$ cat src/rtl/fifo_pkg.sv
// Shared sizing helpers for the programmable-flag FIFO family.
package fifo_pkg;

    localparam int DEFAULT_ADDR_WIDTH = 5;

    function automatic int depth_of(input int addr_width);
        return 32'sd1 <<< addr_width;
    endfunction

    // Smallest address width able to index 'depth' entries.
    function automatic int clog2_depth(input int depth);
        int w;
        w = 0;
        for (int i = 0; i < 31; i++) begin
            if ((32'sd1 <<< i) < depth) begin
                w = i + 1;
            end
        end
        return w;
    endfunction

    function automatic int count_width(input int addr_width);
        return addr_width + 32'sd1;
    endfunction

    localparam int DEFAULT_COUNT_WIDTH = count_width(DEFAULT_ADDR_WIDTH);

    typedef logic [DEFAULT_COUNT_WIDTH-1:0] fifo_count_t;

endpackage

$ cat src/rtl/fifo_prog_flags_if.sv
// Producer/consumer bus of fifo_prog_flags; master drives requests, slave is the FIFO.
interface fifo_prog_flags_if #(
    parameter int DATA_WIDTH = 8,
    parameter int ADDR_WIDTH = 5
) ();

    logic                  write_enable;
    logic [DATA_WIDTH-1:0] write_data;
    logic                  read_enable;
    logic [DATA_WIDTH-1:0] read_data;
    logic                  read_valid;
    logic                  full;
    logic                  empty;
    logic                  almost_full;
    logic                  almost_empty;
    logic [ADDR_WIDTH:0]   count;
    logic                  overflow;
    logic                  underflow;
    logic                  clear_errors;

    modport master (
        output write_enable, write_data, read_enable, clear_errors,
        input  read_data, read_valid, full, empty, almost_full, almost_empty,
               count, overflow, underflow
    );

    modport slave (
        input  write_enable, write_data, read_enable, clear_errors,
        output read_data, read_valid, full, empty, almost_full, almost_empty,
               count, overflow, underflow
    );

endinterface

$ cat src/rtl/fifo_ram.sv
// FIFO storage: synchronous write, read port either combinational (FWFT) or registered.
module fifo_ram
    import fifo_pkg::*;
#(
    parameter int  DATA_WIDTH = 8,
    parameter int  DEPTH      = 32,
    parameter int  FWFT       = 0,
    localparam int AW         = clog2_depth(DEPTH)
) (
    input  logic                  clk,
    input  logic                  rst,
    input  logic                  we,
    input  logic [AW-1:0]         waddr,
    input  logic [DATA_WIDTH-1:0] wdata,
    input  logic                  re,
    input  logic [AW-1:0]         raddr,
    output logic [DATA_WIDTH-1:0] rdata
);

    logic [DATA_WIDTH-1:0] mem_q [DEPTH];
    logic [DATA_WIDTH-1:0] rdata_q;
    logic [DATA_WIDTH-1:0] rdata_d;

    // Storage array write; contents deliberately survive reset.
    always_ff @(posedge clk) begin
        if (we) begin
            mem_q[waddr] <= wdata;
        end
    end

    // Registered read data captures the head only when a pop is accepted.
    always_comb begin
        rdata_d = rdata_q;
        if (re) begin
            rdata_d = mem_q[raddr];
        end else begin
            rdata_d = rdata_q;
        end
    end

    // Registered read port with synchronous clear.
    always_ff @(posedge clk) begin
        if (rst) begin
            rdata_q <= '0;
        end else begin
            rdata_q <= rdata_d;
        end
    end

    assign rdata = (FWFT != 32'sd0) ? mem_q[raddr] : rdata_q;

endmodule

$ cat src/rtl/fifo_prog_flags.sv
// Synchronous FIFO with programmable almost flags, occupancy count, sticky errors and FWFT option.
module fifo_prog_flags
    import fifo_pkg::*;
#(
    parameter int DATA_WIDTH = 8,
    parameter int ADDR_WIDTH = 5,
    parameter int FWFT       = 0,
    parameter int AF_THRESH  = depth_of(ADDR_WIDTH) - 32'sd4,
    parameter int AE_THRESH  = 4
) (
    input  logic              clk,
    input  logic              rst,
    fifo_prog_flags_if.slave  bus
);

    localparam int DEPTH = depth_of(ADDR_WIDTH);
    localparam int CW    = count_width(ADDR_WIDTH);

    typedef logic [CW-1:0] cnt_t;

    localparam cnt_t DEPTH_CNT = cnt_t'(DEPTH);
    localparam cnt_t AF_LVL    = cnt_t'(AF_THRESH);
    localparam cnt_t AE_LVL    = cnt_t'(AE_THRESH);
    localparam cnt_t ONE       = cnt_t'(32'd1);

    cnt_t wr_ptr_q, wr_ptr_d;
    cnt_t rd_ptr_q, rd_ptr_d;
    cnt_t count_q, count_d;
    logic overflow_q, overflow_d;
    logic underflow_q, underflow_d;
    logic read_valid_q, read_valid_d;

    logic full, empty, almost_full, almost_empty;
    logic wr_acc, rd_acc;
    logic [DATA_WIDTH-1:0] ram_rdata;

    // Status flags derive only from the registered count.
    always_comb begin
        full         = (count_q == DEPTH_CNT);
        empty        = (count_q == '0);
        almost_full  = (count_q >= AF_LVL);
        almost_empty = (count_q <= AE_LVL);
    end

    // Accept rules: a full FIFO refuses writes and an empty one refuses reads,
    // regardless of what the opposite side does in the same cycle.
    always_comb begin
        wr_acc = bus.write_enable & ~full;
        rd_acc = bus.read_enable & ~empty;
    end

    // Pointer, occupancy and sticky-error next state; a new error beats clear_errors.
    always_comb begin
        wr_ptr_d     = wr_ptr_q;
        rd_ptr_d     = rd_ptr_q;
        count_d      = count_q;
        overflow_d   = overflow_q;
        underflow_d  = underflow_q;
        read_valid_d = rd_acc;

        if (wr_acc) begin
            wr_ptr_d = wr_ptr_q + ONE;
        end else begin
            wr_ptr_d = wr_ptr_q;
        end

        if (rd_acc) begin
            rd_ptr_d = rd_ptr_q + ONE;
        end else begin
            rd_ptr_d = rd_ptr_q;
        end

        count_d = count_q + cnt_t'(wr_acc) - cnt_t'(rd_acc);

        if (bus.write_enable && full) begin
            overflow_d = 1'b1;
        end else if (bus.clear_errors) begin
            overflow_d = 1'b0;
        end else begin
            overflow_d = overflow_q;
        end

        if (bus.read_enable && empty) begin
            underflow_d = 1'b1;
        end else if (bus.clear_errors) begin
            underflow_d = 1'b0;
        end else begin
            underflow_d = underflow_q;
        end
    end

    // Control state register; reset outranks every other input.
    always_ff @(posedge clk) begin
        if (rst) begin
            wr_ptr_q     <= '0;
            rd_ptr_q     <= '0;
            count_q      <= '0;
            overflow_q   <= 1'b0;
            underflow_q  <= 1'b0;
            read_valid_q <= 1'b0;
        end else begin
            wr_ptr_q     <= wr_ptr_d;
            rd_ptr_q     <= rd_ptr_d;
            count_q      <= count_d;
            overflow_q   <= overflow_d;
            underflow_q  <= underflow_d;
            read_valid_q <= read_valid_d;
        end
    end

    fifo_ram #(
        .DATA_WIDTH (DATA_WIDTH),
        .DEPTH      (DEPTH),
        .FWFT       (FWFT)
    ) u_ram (
        .clk   (clk),
        .rst   (rst),
        .we    (wr_acc & ~rst),
        .waddr (wr_ptr_q[ADDR_WIDTH-1:0]),
        .wdata (bus.write_data),
        .re    (rd_acc),
        .raddr (rd_ptr_q[ADDR_WIDTH-1:0]),
        .rdata (ram_rdata)
    );

    assign bus.read_data    = ram_rdata;
    assign bus.read_valid   = (FWFT != 32'sd0) ? ~empty : read_valid_q;
    assign bus.full         = full;
    assign bus.empty        = empty;
    assign bus.almost_full  = almost_full;
    assign bus.almost_empty = almost_empty;
    assign bus.count        = count_q;
    assign bus.overflow     = overflow_q;
    assign bus.underflow    = underflow_q;

endmodule

$ cat src/flat_wrapper.sv
// flat-port wrapper written by rule: the top's interface ports become plain ports
module fifo_prog_flags_flat import fifo_pkg::*;
#(
    parameter int DATA_WIDTH = 8,
    parameter int ADDR_WIDTH = 5,
    parameter int FWFT       = 0,
    parameter int AF_THRESH  = depth_of(ADDR_WIDTH) - 32'sd4,
    parameter int AE_THRESH  = 4
)
  (clk, rst, bus_write_enable, bus_write_data, bus_read_enable, bus_clear_errors, bus_read_data, bus_read_valid, bus_full, bus_empty, bus_almost_full, bus_almost_empty, bus_count, bus_overflow, bus_underflow);
  fifo_prog_flags_if #(.DATA_WIDTH(DATA_WIDTH), .ADDR_WIDTH(ADDR_WIDTH)) bus_i ();
  input  logic clk;
  input  logic rst;
  input wire logic [$bits(bus_i.write_enable)-1:0] bus_write_enable;
  input wire logic [$bits(bus_i.write_data)-1:0] bus_write_data;
  input wire logic [$bits(bus_i.read_enable)-1:0] bus_read_enable;
  input wire logic [$bits(bus_i.clear_errors)-1:0] bus_clear_errors;
  output wire logic [$bits(bus_i.read_data)-1:0] bus_read_data;
  output wire logic [$bits(bus_i.read_valid)-1:0] bus_read_valid;
  output wire logic [$bits(bus_i.full)-1:0] bus_full;
  output wire logic [$bits(bus_i.empty)-1:0] bus_empty;
  output wire logic [$bits(bus_i.almost_full)-1:0] bus_almost_full;
  output wire logic [$bits(bus_i.almost_empty)-1:0] bus_almost_empty;
  output wire logic [$bits(bus_i.count)-1:0] bus_count;
  output wire logic [$bits(bus_i.overflow)-1:0] bus_overflow;
  output wire logic [$bits(bus_i.underflow)-1:0] bus_underflow;
  assign bus_i.write_enable = bus_write_enable;
  assign bus_i.write_data = bus_write_data;
  assign bus_i.read_enable = bus_read_enable;
  assign bus_i.clear_errors = bus_clear_errors;
  assign bus_read_data = bus_i.read_data;
  assign bus_read_valid = bus_i.read_valid;
  assign bus_full = bus_i.full;
  assign bus_empty = bus_i.empty;
  assign bus_almost_full = bus_i.almost_full;
  assign bus_almost_empty = bus_i.almost_empty;
  assign bus_count = bus_i.count;
  assign bus_overflow = bus_i.overflow;
  assign bus_underflow = bus_i.underflow;
  fifo_prog_flags #(.DATA_WIDTH(DATA_WIDTH), .ADDR_WIDTH(ADDR_WIDTH), .FWFT(FWFT), .AF_THRESH(AF_THRESH), .AE_THRESH(AE_THRESH)) u_core (.clk(clk), .rst(rst), .bus(bus_i));
endmodule
$ cat config.mk
export PLATFORM = sky130hd
export DESIGN_NAME = fifo_prog_flags_flat
export DESIGN_NICKNAME = d
export VERILOG_FILES = /design/src/rtl/fifo_pkg.sv /design/src/rtl/fifo_prog_flags_if.sv /design/src/rtl/fifo_ram.sv /design/src/rtl/fifo_prog_flags.sv /design/src/flat_wrapper.sv
export SDC_FILE = /design/constraint.sdc
export NUM_CORES = 1
export LEC_CHECK = 0
export CORE_MARGIN = 2
export CORE_UTILIZATION = 35
export CTS_CLUSTER_DIAMETER = 50
export CTS_CLUSTER_SIZE = 14
export DETAILED_ROUTE_END_ITERATION = 6
export SETUP_SLACK_MARGIN = 0.15
export SLEW_MARGIN = 10
export SYNTH_ARGS = -nofsm -noshare
export SYNTH_HDL_FRONTEND = slang
export SYNTH_SLANG_ARGS = --single-unit
$ cat constraint.sdc
create_clock -name clk -period 5.5 [get_ports clk]
set_input_delay 1.1 -clock clk [delete_from_list [all_inputs] [get_ports clk]]
set_output_delay 1.1 -clock clk [all_outputs]
set_load 0.02 [all_outputs]
==> metrics.cfg <==
[pwr]
p_comb_share_pct=17.1
total_power_mw=5.302
p_sw_mw=1.378
ir_drop_mv=0.2496
p_int_mw=3.924
pwr-share-seq_pct=48.3
leakagePower_nw=4.009
powerDensity_mw_per_mm2=413.7
p_sw_share_pct=26.00
p_clk_share_pct=34.5

[layout]
drive_above_1_share_pct=15.41
n_fill_cell=2794
multiInputGateArea_mm2=0.002818
nets=712
syn2layout_area_growth_pct=13.90
seq_area_mm2=0.008234
layout_common_cells=edfxtp_1, nor2_1, mux4_2, mux2i_1, clkbuf_16
final_common_cell=edfxtp_1
num_antenna_cells=0

[grt]
grt_use_total_pct=14.82
grt_overflow_total=0
antenna_found_initial=0
grt_pass1_vias=5755
grt_pass1_wl_um=36930
grt_max_degree=64

[synthesis]
synth_top_family_by_area=multiplexers
async_flop_share_pct=0
ys_seq_area_share_pct=73.12
netlist_instances=646
synth_area_mm2=0.01125
synth_edf_count=256
synthXorXnorAreaFrac_pct=0.7005
synthDominantCellAreaShare_pct=68.32
synth-compound-area-share_pct=4.125
yosysUniqueCellTypes=43
ys.flop_type=edfxtp_1
ys.warnings.count=0
synth_top_cell_by_area=edfxtp_1
syn_area_per_cell_um2=17.42
synth.area.mux_share_pct=12.45
synthSimpleGateAreaFrac_pct=5.693
synthesis.nets=677
synth-seq-cells=283
yosys-top-cells-area=edfxtp_1, mux4_2, dfxtp_1
synth_adder_area_share_pct=2.068

[cts]
post_cts_resized=0
cts-root-buf=clkbuf_16
cts_post_setup_buffers_inserted=0
cts_buffers=27
clkSlewWorstSetupHoldPaths_ns=0.06
hold_buffers=0
cts_tree=done
clk_latency_ns=0.52
clockBufferDepth=3
htreeDepth=1
clock-sinks=283

[timing]
min_period_ns=3.335
slew_headroom_pct=28.68
finalHoldViolCount=0
skew_ns=0.01324
finalSetupTns_ns=0
finalSetupViolations=0
rsz0062_at_grt=false
worst_pin_slew_ns=1.070
fmaxAchievable_mhz=299.9
fin_crit_sh_pct=60.64
slew_viol_final=0

[critical_path]
cp.required_ns=4.40
crit_type=reg -> out
cp_max_fo=5
worst_ep_arrival_time_ns=2.23
end_kind=primary output
worstSetupStartpointType=register

[routing]
final_antenna_net_count=0
vias=5814
wl_per_cell_um=22.68
firstDrtPassIters=7
wl_um=25020
viasPerCell=5.271
drt_iter0_drc=551
drc=0

[floorplanning]
die_w_um=183.3
boundaryPins=34
die_area_mm2=0.03360
fp-row-count=65
die_height_um=183.3
start_util_pct=35.57
core_area_mm2=0.03164

[placement]
dp_hpwl_um=15360
io_buffers=33
place.gp.congestion=0.8149

[run]
cap_violations=0

[run_status]
status=finished, final reports clean

[hold_path]
hp-class=reg -> reg

==> through the flow <==
stage          hold slack (ns)  util, %  std cells  area [um2]  worst slack, ns
2_1_floorplan           0.4817        -        646       11250            2.733
3_3_place_gp            0.4630    37.74       1054       11940            1.822
3_5_place_dp            0.4748    37.74       1054       11940            1.781
4_1_cts                 0.4901    40.51       1103       12820            2.126
5_1_grt                 0.5062    40.51       1103       12820            2.029
6_report                0.4872    40.51       1103       12820            2.165
==> path summary, 6_finish.rpt <==
check | from | endpoint | slack, ns | depth (start not counted)
worst max-delay path | u_core.bus.count[2] | bus_full | 2.17 | 5
worst min register to register | u_core.u_ram.rdata[0] | u_core.u_ram.rdata[0] | 0.49 | 1
worst max register to register | u_core.rd_ptr_q[1] | u_core.u_ram.rdata[5] | 2.45 | 5
worst min-delay path | u_core.u_ram.rdata[0] | u_core.u_ram.rdata[0] | 0.49 | 1
==> power groups by stage <==
| stage | clock network [mW] | registers (mW) | logic, mW |
|---|---|---|---|
| detailed placement | 0 | 2.61 | 0.911 |
| global placement | 0 | 2.61 | 0.905 |
| CTS | 1.87 | 2.57 | 0.916 |
| floorplan | 0 | 2.53 | 0.657 |
| global route | 1.95 | 2.59 | 0.982 |
| finish | 1.83 | 2.56 | 0.908 |
==> synthesized netlist by cell type (all sizes together), types with 11 or more instances <==
| library cell | instances |
|---|---|
| dfxtp | 27 |
| mux2 | 16 |
| nand2 | 25 |
| nand3 | 14 |
| edfxtp | 256 |
| mux4 | 40 |
| clkbuf | 15 |
| ha | 17 |
| nor2 | 58 |
| inv | 21 |
| mux2i | 32 |
| o21ai | 11 |
| buf | 14 |
==> layout make-up <==
class / count / area share, %
multi-input combinational: 313 / 21.99
sequential: 283 / 64.25
tap: 402 / 3.925
inverter: 21 / 0.6151
clock inverter: 8 / 0.8396
timing repair buffer: 35 / 2.382
clock buffer: 41 / 6.004
==> critical path, cell delays in order, from the launching register on <==
cell and delay [ns]:
dfxtp_1 0.35, inv_1 0.09, ha_1 0.21, nand4bb_1 0.23
inv_1 0.20, clkdlybuf4s50_1 0.64
==> cells by family after synthesis <==
logic type                 after synthesis
AOI/OAI and AO/OA                       64
xor gates and xnor gates                 9
adders and majority gates               18
buffers and inverters                   50
DFF                                    283
muxes                                   88
and+or+nand+nor                        134
==> routing by layer <==
metal	global-route usage (%)	vias to the layer above	routed length (um)
li1	-	2618	-
met1	21.73	2932	11440
met2	22.68	231	11210
met3	2.939	33	1871
met4	3.840	0	500
met5	0	-	0
==> sequential cells by signal, indices dropped and copies added, names as in the netlist <==
signal,cells
u_core.rd_ptr_q,5
u_core.u_ram.mem_q,256
u_core.bus.overflow,1
u_core.bus.count,6
u_core.u_ram.rdata,8
u_core.bus.read_valid,1
u_core.wr_ptr_q,5
u_core.bus.underflow,1
(Power assumes the default switching activity.)
